## src/rtl/ddr_wr_arbiter.sv

```systemverilog
// ddr_wr_arbiter
// Two-requester round-robin arbiter for the single DDR write port. Requester 0 is the
// HDMI capture path, requester 1 a second frame writer. The winner's burst length,
// address and data are latched and the controller's wr_req / wr_busy / wr_done
// handshake is sequenced. A watchdog aborts a burst whose wr_done never arrives.
//
// Ports
//   ddr_clk, rstn           clock, synchronous active-low reset
//   init_done               DDR calibration complete; gates new grants
//   req0/1                  level requests, held until done/err
//   awlen0/1, waddr0/1,     per-requester burst length, address, data
//   wdata0/1
//   gnt0/1                  high while that requester owns the port
//   done0/1, err0/1         one-cycle completion / watchdog-abort pulses
//   wr_busy, wr_done        controller status and burst-complete pulse
//   wr_req                  write request to the controller
//   awlen, ddr_waddr,       latched burst parameters
//   ddr_wdata
//   timeout_flag            sticky watchdog-abort indicator
//   gnt_cnt0/1              completed bursts per requester (wrapping)
//
// ADDR_W / DATA_W default to CTRL_ADDR_WIDTH (28) and MEM_DQ_WIDTH*8 (16*8) of the
// controller build; override them at instantiation for other memory configurations.

module ddr_wr_arbiter #(
    parameter int unsigned ADDR_W  = 28,
    parameter int unsigned DATA_W  = 128,
    parameter int unsigned TIMEOUT = 1023
) (
    input  logic              ddr_clk,
    input  logic              rstn,
    input  logic              init_done,

    input  logic              req0,
    input  logic [3:0]        awlen0,
    input  logic [ADDR_W-1:0] waddr0,
    input  logic [DATA_W-1:0] wdata0,
    input  logic              req1,
    input  logic [3:0]        awlen1,
    input  logic [ADDR_W-1:0] waddr1,
    input  logic [DATA_W-1:0] wdata1,

    output logic              gnt0,
    output logic              gnt1,
    output logic              done0,
    output logic              done1,
    output logic              err0,
    output logic              err1,

    input  logic              wr_busy,
    input  logic              wr_done,
    output logic              wr_req,
    output logic [3:0]        awlen,
    output logic [ADDR_W-1:0] ddr_waddr,
    output logic [DATA_W-1:0] ddr_wdata,

    output logic              timeout_flag,
    output logic [15:0]       gnt_cnt0,
    output logic [15:0]       gnt_cnt1
);

    typedef enum logic [3:0] {
        StIdle    = 4'b0001,
        StIssue   = 4'b0010,
        StWait    = 4'b0100,
        StRelease = 4'b1000
    } state_e;

    localparam logic [10:0] TimeoutCnt = 11'(TIMEOUT);

    state_e      state_q;
    logic        rr_q;     // priority pointer when both request: 0 -> req0
    logic        owner_q;  // requester currently holding the port
    logic [10:0] wdog_q;   // cycles spent in ISSUE + WAIT

    logic win_sel;
    logic start;

    // Single request wins outright; a tie is broken by the pointer.
    always_comb begin
        win_sel = (req0 & req1) ? rr_q : req1;
        start   = init_done & ~wr_busy & (req0 | req1);
    end

    always_ff @(posedge ddr_clk) begin
        if (!rstn) begin
            state_q      <= StIdle;
            rr_q         <= 1'b0;
            owner_q      <= 1'b0;
            wdog_q       <= '0;
            gnt0         <= 1'b0;
            gnt1         <= 1'b0;
            done0        <= 1'b0;
            done1        <= 1'b0;
            err0         <= 1'b0;
            err1         <= 1'b0;
            wr_req       <= 1'b0;
            awlen        <= '0;
            ddr_waddr    <= '0;
            ddr_wdata    <= '0;
            timeout_flag <= 1'b0;
            gnt_cnt0     <= '0;
            gnt_cnt1     <= '0;
        end else begin
            // Pulses last exactly one cycle.
            done0 <= 1'b0;
            done1 <= 1'b0;
            err0  <= 1'b0;
            err1  <= 1'b0;

            unique case (state_q)
                StIdle: begin
                    if (start) begin
                        owner_q   <= win_sel;
                        gnt0      <= ~win_sel;
                        gnt1      <= win_sel;
                        awlen     <= win_sel ? awlen1 : awlen0;
                        ddr_waddr <= win_sel ? waddr1 : waddr0;
                        ddr_wdata <= win_sel ? wdata1 : wdata0;
                        wdog_q    <= '0;
                        state_q   <= StIssue;
                    end
                end

                StIssue: begin
                    wr_req  <= 1'b1;
                    wdog_q  <= wdog_q + 11'd1;
                    state_q <= StWait;
                end

                StWait: begin
                    // A wr_done arriving on the expiry cycle still counts as a completion.
                    if (wr_done) begin
                        wr_req  <= 1'b0;
                        rr_q    <= ~owner_q;
                        state_q <= StRelease;
                        if (owner_q) begin
                            done1    <= 1'b1;
                            gnt_cnt1 <= gnt_cnt1 + 16'd1;
                        end else begin
                            done0    <= 1'b1;
                            gnt_cnt0 <= gnt_cnt0 + 16'd1;
                        end
                    end else if (wdog_q >= TimeoutCnt) begin
                        wr_req       <= 1'b0;
                        rr_q         <= ~owner_q;
                        timeout_flag <= 1'b1;
                        state_q      <= StRelease;
                        if (owner_q) begin
                            err1 <= 1'b1;
                        end else begin
                            err0 <= 1'b1;
                        end
                    end else begin
                        wdog_q <= wdog_q + 11'd1;
                    end
                end

                StRelease: begin
                    // One dead cycle so the requester can drop req before re-arbitration.
                    gnt0    <= 1'b0;
                    gnt1    <= 1'b0;
                    state_q <= StIdle;
                end

                default: begin
                    state_q <= StIdle;
                end
            endcase
        end
    end

endmodule

```

## config.mk

```make
export PLATFORM = sky130hd
export DESIGN_NAME = ddr_wr_arbiter
export DESIGN_NICKNAME = d
export VERILOG_FILES = /design/src/rtl/ddr_wr_arbiter.sv
export SDC_FILE = /design/constraint.sdc
export NUM_CORES = 1
export LEC_CHECK = 0
export ABC_AREA = 1
export CORE_AREA = 2 2 208 210
export DETAILED_ROUTE_END_ITERATION = 16
export DIE_AREA = 0 0 210 212
export GPL_TIMING_DRIVEN = 0
export PLACE_DENSITY = 0.6
export SYNTH_ARGS = -nofsm -noshare
export SYNTH_HDL_FRONTEND = slang
export SYNTH_SLANG_ARGS = --single-unit
```

## constraint.sdc

```tcl
create_clock -name ddr_clk -period 1.6 [get_ports ddr_clk]
set_clock_uncertainty 0.1 [all_clocks]
set_input_delay 0.16 -clock ddr_clk [delete_from_list [all_inputs] [get_ports ddr_clk]]
set_output_delay 0.16 -clock ddr_clk [all_outputs]
set_load 0.02 [all_outputs]
```

==> results of run 1 <==
[final timing paths]
kind | endpoint | slack [ns] | depth (start not counted)
worst max-delay path | ddr_wdata[19] | -0.17 | 10
worst min-delay path | ddr_wdata[19] | 0.08 | 3
worst max register to register | ddr_wdata[19] | -0.17 | 10
worst min register to register | timeout_flag | 0.37 | 2
[cell usage in the layout, fill, tap and decap left out, drive strengths merged, types with 3 or more instances in the layout]
master         synthesis  final
clkdlybuf4s50          0    324
nand2                278    278
xor2                   5      5
nor3                  11     11
clkbuf                65    109
buf                   50    137
dfxtp                217    217
nand3                195    195
dlygate4sd2            0    172
o21ai                179    179
nand4                 15     15
diode                  0     12
a31oi                160    160
o21bai                 4      4
clkinv                 0      8
ha                     3      3
inv                   70     70
nor2                  65     66
clkdlybuf4s15          0     20
a21oi                 35     35
[layer usage]
metal	vias to the layer above	track usage, %	wire length [um]
met2	520	37.7	25700
met4	6	7.75	1600
met5	-	0	48
li1	6054	-	-
met3	101	7.22	4430
met1	6043	27.3	21300
[flip-flops by register name, summed over array words and instances (netlist names), 4 cells and up]
signal     cells
ddr_waddr     28
state_q        4
awlen          4
gnt_cnt1      16
wdog_q        11
gnt_cnt0      16
ddr_wdata    128
[cell families (layout without fill, tap and decap cells)]
kind of cell / after synthesis / in the layout / share of synthesized area (%)
XOR/XNOR: 7 / 7 / 0.618
other: 0 / 12 / 0
AO/OA/AOI/OAI: 381 / 381 / 21.6
buffers and inverters: 185 / 843 / 7.87
AND/OR/NAND/NOR: 567 / 568 / 25.8
flip-flops: 217 / 217 / 43.8
adder cells (fa/ha/maj): 3 / 3 / 0.378
[area by class of cell]
cell class                      instances  area (um^2)  area share [%]
Multi-Input combinational cell        959         5470            28.8
Clock inverter                          9         70.1           0.369
Inverter                               70          268            1.41
Sequential cell                       217         4360            23.0
Buffer                                112          886            4.66
Clock buffer                           40          827            4.35
Tap cell                              546          683            3.59
Timing Repair Buffer                  612         6410            33.7
Antenna cell                           12         30.0           0.158
[power by group]
group | internal (mW) | switching, mW | total, mW | leakage, nW
Clock | 3.71 | 2.52 | 6.23 | 0.452
Combinational | 1.95 | 1.90 | 3.85 | 5.78
Sequential | 5.73 | 0.192 | 5.92 | 1.78
Total | 11.4 | 4.61 | 16.0 | 8.01
[worst min-delay path: stages]
cell,delay [ns]
sky130_fd_sc_hd__clkdlybuf4s50_1,0.39
sky130_fd_sc_hd__nand2_1,0.06
sky130_fd_sc_hd__a31oi_1,0.07
[per-stage QoR]
step                setup WS (ns)  cell area [um^2]  hold slack, ns
floorplan                 0.00443              9930           0.220
global placement            -1.36             15900           0.357
detailed placement          -1.33             15900           0.363
CTS                        -0.160             18500          0.0546
global route               -0.261             19000          0.0681
finish                     -0.172             19000          0.0830
[timing repair]
| action | in CTS | in global routing |
|---|---|---|
| resized for setup | 465 | 160 |
| buffers inserted | 54 | 12 |
| hold endpoints to repair | 0 | 0 |
| endpoints found under the setup margin | 401 | 231 |
| gates cloned | 29 | 5 |
| pin swaps | 14 | 19 |
==> reports/results.txt, run 1 <==
Data arrives at the worst endpoint at 2.10 ns. The kind of cell with the highest combined delay along the critical path is buffers and inverters. TritonCTS built the clock tree.

After synthesis, the cell types taking the most area are sky130_fd_sc_hd__dfxtp_1, sky130_fd_sc_hd__nand2_1, sky130_fd_sc_hd__a31oi_1. The cell with the largest stage delay on the worst path was sky130_fd_sc_hd__dfxtp_4. The flow ran to the end, but the final reports show violations. 527 I/O pins were placed.

The number of nets with antenna violations after routing is 0. The number of nets in the synthesized netlist is 1690, and the buffer and inverter count on the worst path is 6. Worst vdd rail ir drop: 0.579 mV.

After detailed routing, the number of remaining DRC violations is 0. The number of clock sinks seen by CTS was 217; the number of nets in the final layout was 2330. Yosys mapped the design onto 38 distinct sky130hd cell types. The average wire per standard cell was 20.6 um; the maximum net fanout on the critical path was 5. The share of layout cells above drive strength 1 came out at 17.2%. Origin of the worst setup path: state_q[3].

The signal on the critical path passes through nor2_4 > nand3_2 > nor2_4 > buf_12 > buf_12 > buf_12 > buf_12 > buf_12 > buf_8 > a31oi_1. The top cell type by area accounts for 43.8% of the synthesized area. The die covers 44500 um^2. The number of hold-slack violations in the final timing report is 0. The starting density of the core was 23.4%; the H-tree depth was 1. The total negative slack for setup checks is -14.46 ns. The clock insertion delay at the later pin of the skew report is 0.55 ns, and the tightest slew margin relative to the limit is 48.0%. The final route contains 12724 vias. Number of instances in the synthesized netlist: 1360. The floorplan has 76 rows. Largest area contributor in the synthesized netlist: sky130_fd_sc_hd__dfxtp_1.

The tools report the synthesis warning total as 0. The tools report the final core utilization as 44.7%. The kind of critical path was register to register.

The first global-routing pass estimated 76500 um of wire. The synthesized design contains 217 register bits. The total clock buffers created by CTS was 28; the area of the mapped netlist was 9930 um^2. In the post-synthesis netlist, the cell with the most instances is sky130_fd_sc_hd__nand2_1. The total power density per cell area is 842 nW/um^2, and the final count of pins violating max slew is 0. In this design, the critical path's most frequently occurring cell is sky130_fd_sc_hd__buf_12. For this run, the top clock speed supported by timing is 564 MHz.

The floorplan step defined a core boundary enclosing 42500 um^2. The class of the tightest hold or removal check is input pin to register. A synthesized cell averages 7.30 um^2. The total overflow left after global routing is 0.

The number of buffers on the longest clock path was 3; the detailed-route wire length was 53100 um. The number of antenna violations at the first check in global routing came out at 9. Data on the critical path is required at its endpoint by 1.93 ns. STA classifies the critical path startpoint as a register. The number of filler cells placed in the layout is 4262, and the die outline width is 210 um. Compared with the post-synthesis result, the final layout area differs by 91.5%. The tools report the element type at the critical path end as a register. In this run the vertical extent of the chip is 212 um. Setup violations remaining at the end of the flow were counted as 174. For this run, the number of standard cells in the final layout without fillers is 2577.

Subtracting the final worst setup slack from the clock period gives 1.77 ns. The first detailed-routing pass took 7 iterations. The tools report the final RePlAce weighted congestion as 0.935. The static leakage was 8.01 nW. The via count of the first global-routing pass was 12426. The tree is rooted in a sky130_fd_sc_hd__clkbuf_16.

The run gives 0 as the count of max-cap constraint violations. Entering global routing, the biggest net connects 14 pins. In this run, placement finished with an instance count of 2430. The most used flip-flop cell after synthesis is sky130_fd_sc_hd__dfxtp_1. The share of synthesized flip-flops with an asynchronous set or reset was 0%; the period utilization was 111%. The design draws 16.0 mW. The final reports fail on setup timing. Detailed placement finished with a half-perimeter wire length of 38200 um.

The delay of the slowest critical-path stage was 0.35 ns; the smallest setup slack after layout was -0.172 ns. The sequential-to-total area share from yosys stat was 43.8%; the DRC marker count from the first detailed-route iteration was 917. After synthesis, the most frequently instantiated cells are sky130_fd_sc_hd__nand2_1, sky130_fd_sc_hd__dfxtp_1, sky130_fd_sc_hd__nand3_1. Setup repair after global routing could not meet its margin everywhere. The number of I/O port buffers works out to 524. In this run, synthesis inferred 0 flip-flops with an integrated enable. The global-route usage over all layers came out at 22.5%. After detailed routing, the number of vias per cell comes to 4.94. The clock transition at the registers of the reported paths is 0.06 ns, and the quantity of hold-fixing buffers added after cts is 0. The startpoint identified for the worst register-to-register timing path is state_q[3].

The worst hold path begins at wdata0[19]. For the pin with the worst max-slew slack, the measured transition is 0.780 ns.
(Power assumes the default switching activity.)
==> inputs of run 2 (changes only) <==
- PLACE_DENSITY: 0.6 -> 0.58
- TNS_END_PERCENT: default -> 100
- clock period: 1.6 -> 2.1 ns (I/O delays scaled with it)
==> run 2 against run 1 <==
Sequential share of layout area is 2.9 points higher. Critical endpoint is now ddr_wdata[122]. Via count decreased by 4.2%. Register-to-register slack gained 0.34 ns. Non-clock buffer count shrank 84. First-iteration DRC count grew 6.4%. Global-route usage decreased by 1.5 points. The run now ends clean.
==> reports/results.txt, run 2 (synthesis results as in run 1) <==
The run finished with clean final reports. The H-tree depth is 1 (unchanged). The worst vdd rail ir drop came out at 0.478 mV (-17%). The kind of critical path is register to output pin. Leaving out fill and tap cells, the most frequent cells in the layout are sky130_fd_sc_hd__clkdlybuf4s50_1, sky130_fd_sc_hd__nand2_1, sky130_fd_sc_hd__dfxtp_1.

The logs give 76 (unchanged) for the number of rows created at floorplan and 0.55 ns (about the same) for the clock insertion delay at the later pin of the skew report. The standard cell core area came out at 42500 um^2 (unchanged). The number of top-level pins was 527 (unchanged). Dividing the final minimum period by the clock period gives 92.7%.

The count of endpoints failing setup in the final report is 0 (-100%). The area taken by multi-input logic gates was 4810 um^2 (-12%). The number of I/O port buffers works out to 524 (unchanged).

The logs give 0 (unchanged) for the count of max-cap constraint violations and 16800 um^2 (-12%) for the cell area after layout. The placed instance area is 15900 um^2 (about the same). The largest net degree at the start of global routing is 14 (unchanged). The number of clock sinks seen by CTS is 217 (unchanged). The height of the chip was 212 um (unchanged). Setup repair after global routing left no endpoint under its margin. Cell family contributing the most delay on the critical path: buffers and inverters.

The number of hold-slack violations in the final timing report is 0 (unchanged), and the final count of pins violating max slew is 0 (unchanged). On the critical path, the stage with the largest delay is an instance of sky130_fd_sc_hd__clkdlybuf4s50_1. The clock transition at the registers of the reported paths came out at 0.06 ns (about the same). The number of buffers on the longest clock path was 3 (unchanged). The maximum net fanout on the critical path is 2 (-3). In the final layout, the registers with the most flip-flops are ddr_wdata: 128 flops, ddr_waddr: 28 flops. The global-route usage over all layers is 21.0% (-1.5 points). The class of the tightest hold or removal check was input pin to register. The run gives -0.746 ns (+0.587 ns) as the pre-CTS setup slack. The run gives 38500 um (+0.80%) as the detailed placement HPWL.

The tightest slew margin relative to the limit was 40.9% (-7.1 points). The run gives 2245 (-3.6%) as the number of nets in the final layout. The transition time at the pin with the least slew margin works out to 0.887 ns (+0.107 ns). The number of nets with antenna violations after routing came out at 0 (unchanged). Total power density per cell area: 701 nW/um^2 (-17%). The tools report the total via count in the routed design as 12193 (-4.2%).

The number of vias per cell after detailed routing was 4.91 (-0.63%); the top achievable clock speed was 514 MHz. The tools report the detailed-router iteration count before antenna repair as 5 (-2). The starting density of the core was 23.4% (unchanged); the smallest setup slack after layout was 0.153 ns (+0.325 ns).

TritonCTS built the clock tree. The required time of the worst setup path is 1.79 ns (-0.14 ns). The number of filler cells placed in the layout was 4316 (+1.3%). The share of layout cells above drive strength 1 is 6.87% (-10 points). The post-route minimum period was 1.95 ns; the die outline width was 210 um (unchanged).

The run gives 976 (+6.4%) as the DRC marker count from the first detailed-route iteration. The number of antenna violations at the first check in global routing is 4 (-5). The number of flip-flops under the largest register name is 128 (unchanged). The via count of the first global-routing pass was 11877 (-4.4%); the total clock buffers created by CTS was 28 (unchanged). For the data arrival time at the worst-slack endpoint, the log shows 1.64 ns (-0.46 ns). The aggregate global routing overflow came out at 0 (unchanged). Compared with the post-synthesis result, the final layout area differs by 69.4%. Walking the worst path, the cells encountered are clkdlybuf4s50_1.

The average wire per standard cell is 19.9 um (-3.3%), and the final RePlAce weighted congestion is 0.882 (-5.7%). The die area is 44500 um^2 (unchanged). More flip-flops sit in one register than any other, and that register is ddr_wdata. The static leakage is 6.36 nW (-21%), and the detailed-route wire length is 49500 um (-6.8%). The leading cell type in the layout, fill and taps excluded was sky130_fd_sc_hd__clkdlybuf4s50_1. The final routed DRC violation total was 0 (unchanged); the register area was 4340 um^2 (-0.40%). The buffer and inverter count on the worst path came out at 1 (-5).

The cell sitting at the root of the clock tree is a sky130_fd_sc_hd__clkbuf_16. The tools report the startpoint type of the worst setup path as a register. The worst setup path is captured at an output pin. The global-route wire length before repair is 71700 um (-6.2%). The delay of the slowest critical-path stage was 0.76 ns (+0.41 ns).
-- run 2: path summary, 6_finish.rpt --
path | from | to | slack, ns | cells past startpoint
setup / recovery | ddr_wdata[122] | ddr_wdata[122] | 0.15 | 1
hold / removal | wdata0[36] | ddr_wdata[36] | 0.13 | 3
setup reg to reg | rr_q | ddr_wdata[38] | 0.17 | 7
hold reg to reg | timeout_flag | timeout_flag | 0.37 | 2
-- run 2: stage by stage --
step           hold slack (ns)  power [mW]  setup TNS (ns)  util (%)  std cells
2_1_floorplan            0.270        5.57               0         -       1360
5_1_grt                  0.122        12.3               0      39.5       2483
3_5_place_dp             0.363        7.01          -89.59      37.3       2430
3_3_place_gp             0.359        7.00          -87.25      37.3       2430
6_report                 0.135        11.8               0      39.6       2485
4_1_cts                  0.104        11.9               0      39.5       2481
-- run 2: metal layers --
layer  routed length, um  vias up  GRT usage [%]
met5                  23        -              0
met2               23100      513           34.7
met1               20700     5707           26.4
li1                    -     5866              -
met3                3650      103           5.14
met4                2050        4           8.44
-- run 2: area by class of cell --
| cell class | count | share of cell area [%] |
|---|---|---|
| Tap cell | 546 | 4.06 |
| Sequential cell | 217 | 25.8 |
| Clock buffer | 45 | 5.15 |
| Inverter | 70 | 1.56 |
| Antenna cell | 3 | 0.0446 |
| Buffer | 115 | 3.18 |
| Timing Repair Buffer | 525 | 31.2 |
| Multi-Input combinational cell | 958 | 28.6 |
| Clock inverter | 6 | 0.350 |
-- run 2: report_power, final --
group          switching (mW)  internal, mW  leakage [nW]  total, mW
Combinational            1.22          1.20          4.13       2.42
Clock                    1.93          2.92         0.458       4.85
Sequential              0.146          4.37          1.77       4.51
-- run 2: repair_timing --
action,in CTS,in global routing
gates resized for setup,4,15
hold buffers,0,0
setup buffers,0,1
endpoints found under the setup margin,135,52
cloned,0,0
pin swaps,0,1
==> inputs of run 3 (changes only) <==
--- a/config.mk
+++ b/config.mk
@@ -16,2 +16,2 @@
 export SYNTH_SLANG_ARGS = --single-unit
-export TNS_END_PERCENT = 100
+export TNS_END_PERCENT = 1
==> constraint.sdc (replaced) <==
create_clock -name ddr_clk -period 2.1 [get_ports ddr_clk]
set_clock_uncertainty 0.1 [all_clocks]
set_input_delay 0.42 -clock ddr_clk [delete_from_list [all_inputs] [get_ports ddr_clk]]
set_output_delay 0.42 -clock ddr_clk [all_outputs]
set_load 0.02 [all_outputs]
==> run 3 against run 2 <==
Largest power group unchanged. Power shrank 0.31%. Sequential power is essentially flat. Fmax shrank 5.7%. Largest cell class unchanged.
==> reports/results.txt, run 3 (synthesis results as in run 1) <==
Total power density per cell area: 700 nW/um^2 (-0.16%). The total internal power was 8.46 mW (-0.34%); the layout overhead on the synthesized area was 69.2%. The detailed-route wire length was 49500 um (about the same); the detailed-router iteration count before antenna repair was 5 (unchanged).

The share of layout cells above drive strength 1 is 6.61% (-0.25 points), and the total negative slack for setup checks is 0 ns (unchanged). The static leakage came out at 6.93 nW (+8.9%). The flow ran to the end, and the final reports show no timing, DRC or antenna violations.

Cell family contributing the most delay on the critical path: buffers and inverters. The tools report the global routing met3 resource utilization as 5.16% (+0.015 points). The leading cell type in the layout, fill and taps excluded is sky130_fd_sc_hd__clkdlybuf4s50_1.

Count of endpoints failing setup in the final report: 0 (unchanged). The die outline width is 210 um (unchanged), and the largest net degree at the start of global routing is 14 (unchanged). The tools report the combinational cell fraction of total power as 20.4% (about the same).

The number of I/O port buffers is 524 (unchanged). The via count of the first global-routing pass was 11886 (+0.076%). The signal on the critical path passes through clkdlybuf4s50_1. Counting flops per register, the top entry is ddr_wdata.

The tools report the tightest slew margin relative to the limit as 40.5% (-0.36 points). The area taken by multi-input logic gates was 4810 um^2 (unchanged); the cell area after layout was 16800 um^2 (-0.14%). TritonCTS built the clock tree.

Final count of pins violating max slew: 0 (unchanged). In this run the critical register-to-register path is launched from rr_q. The total instance count after detailed placement is 2430 (unchanged), and the setup fix buffers added after clock tree synthesis is 0 (unchanged).

The root cell of the clock tree was sky130_fd_sc_hd__clkbuf_16. Element type at the critical path end: an output pin. The number of top-level pins is 527 (unchanged).

The post-route minimum period came out at 2.07 ns (+0.119 ns). Die area: 44500 um^2 (unchanged). The clock transition at the registers of the reported paths works out to 0.06 ns (about the same).

The maximum net fanout on the critical path was 2 (unchanged); the number of vias per cell after detailed routing was 4.92 (+0.20%). The clock insertion delay at the later pin of the skew report is 0.54 ns (about the same), and the pre-CTS setup slack is -0.956 ns (-0.210 ns). The worst vdd rail ir drop is 0.477 mV (-0.22%), and the delay of the slowest critical-path stage is 0.68 ns (-0.08 ns). In the final layout, the registers with the most flip-flops are ddr_wdata: 128 flops, ddr_waddr: 28 flops.

The number of buffers on the longest clock path is 3 (unchanged). Setup repair after global routing could not meet its margin everywhere. The total clock buffers created by CTS is 28 (unchanged). The tools report the met1 usage in global routing as 26.4% (unchanged). The height of the chip is 212 um (unchanged), and the placed instance area is 15900 um^2 (unchanged). The number of rows created at floorplan is 76 (unchanged). For the number of antenna violations at the first check in global routing, the log shows 4 (unchanged). The number of nets in the final layout is 2244 (-0.045%), and the share of total power consumed by net switching is 28.0% (about the same).

The top achievable clock speed was 484 MHz (-5.7%). For the smallest setup slack after layout, the log shows 0.0348 ns (-0.119 ns). In the layout the commonest cells are sky130_fd_sc_hd__clkdlybuf4s50_1, sky130_fd_sc_hd__nand2_1, sky130_fd_sc_hd__dfxtp_1.

The global-route wire length before repair came out at 71700 um (about the same). The origin of the worst setup path was ddr_wdata[28]. The period utilization came out at 98.3% (+5.6 points).

The data arrival time at the worst-slack endpoint was 1.55 ns (-0.09 ns). The run gives 23.4% (unchanged) as the starting density of the core. The number of nets with antenna violations after routing is 0 (unchanged). The layer carrying the most global-route usage was met2. The required time of the worst setup path is 1.58 ns (-0.21 ns), and the aggregate global routing overflow is 0 (unchanged).

The DRC marker count from the first detailed-route iteration was 963 (-1.3%). The critical path is of the register to output pin type. Register area: 4340 um^2 (unchanged). The number of flip-flops under the largest register name is 128 (unchanged). The filler-free cell count of the finished design was 2484 (-0.040%).

STA classifies the critical path startpoint as a register. The transition time at the pin with the least slew margin was 0.893 ns (+0.00542 ns); the number of hold-slack violations in the final timing report was 0 (unchanged). Start point of the worst min-delay path: wdata0[86]. The total via count in the routed design is 12212 (+0.16%), and the buffer and inverter count on the worst path is 1 (unchanged).

The final RePlAce weighted congestion was 0.882 (unchanged). Count of max-cap constraint violations: 0 (unchanged). The slowest stage of the critical path belongs to the cell sky130_fd_sc_hd__clkdlybuf4s50_1. The logs give 0 (unchanged) for the final routed DRC violation total and 42500 um^2 (unchanged) for the standard cell core area. The tools report the detailed placement HPWL as 38500 um (unchanged). The run gives 38.4% (about the same) as the fraction of power consumed by sequential logic. The met2 layer usage reported by global route was 34.8% (about the same). The H-tree depth was 1 (unchanged).

The min-delay analysis places its worst path in the category input pin to register. The logs give 41.3% (about the same) for the clock network fraction of total power and 217 (unchanged) for the number of clock sinks seen by CTS. The switching power of the nets was 3.29 mW (-0.23%); the average wire per standard cell was 19.9 um (about the same). The tools report the global-route usage over all layers as 21.0% (about the same). For the number of filler cells placed in the layout, the log shows 4351 (+0.81%).
-- run 3: changes by cell type in the layout (fill, tap and decap cells not counted) --
cell and change:
sky130_fd_sc_hd__buf_1 +1, sky130_fd_sc_hd__buf_2 -1, sky130_fd_sc_hd__buf_4 -2, sky130_fd_sc_hd__buf_6 +1, sky130_fd_sc_hd__clkbuf_1 +3, sky130_fd_sc_hd__clkbuf_2 -4
sky130_fd_sc_hd__clkbuf_4 +1, sky130_fd_sc_hd__clkdlybuf4s50_1 -74, sky130_fd_sc_hd__dlygate4sd2_1 +54, sky130_fd_sc_hd__dlymetal6s2s_1 +20
-- run 3: final timing paths --
| check | endpoint | slack (ns) | cells after the start |
|---|---|---|---|
| hold reg to reg | timeout_flag | 0.37 | 2 |
| hold / removal | ddr_wdata[86] | 0.35 | 3 |
| setup / recovery | ddr_wdata[28] | 0.03 | 1 |
| setup reg to reg | ddr_waddr[23] | 0.17 | 6 |
-- run 3: final cells by class --
class,instances,share of cell area (%)
clock buffers,45,5.16
repair buffers,524,31.1
inverters,70,1.56
diodes,3,0.0447
plain buffers,115,3.19
well taps,546,4.07
clock inverters,6,0.350
multi-input cells,958,28.6
flip-flops and latches,217,25.9
-- run 3: routing by layer --
metal	up-vias	part of all wire [%]
met5	-	0.047
met2	531	47
met1	5706	41
met3	103	7.7
met4	4	4.2
li1	5868	-
-- run 3: power groups by stage --
stage                     Sequential (mW)  Combinational [mW]  Clock, mW
final                                4.51                2.39       4.85
after floorplan                      4.85               0.719          0
after CTS                            4.51                2.41       4.96
after detailed placement             4.59                2.42          0
after global routing                 4.53                2.57       5.13
after global placement               4.58                2.41          0
-- run 3: metrics by stage --
stage,total power [mW],util [%],hold WS [ns]
after floorplan,5.57,-,0.341
after global placement,7.00,37.3,0.359
after detailed placement,7.01,37.3,0.363
after CTS,11.9,39.3,0.314
after global routing,12.2,39.5,0.332
final,11.7,39.5,0.345
-- run 3: what timing repair did --
item / CTS / global route
pin swaps: 0 / 1
hold buffers: 0 / 0
setup endpoints to repair: 189 / 72
gates resized for setup: 58 / 30
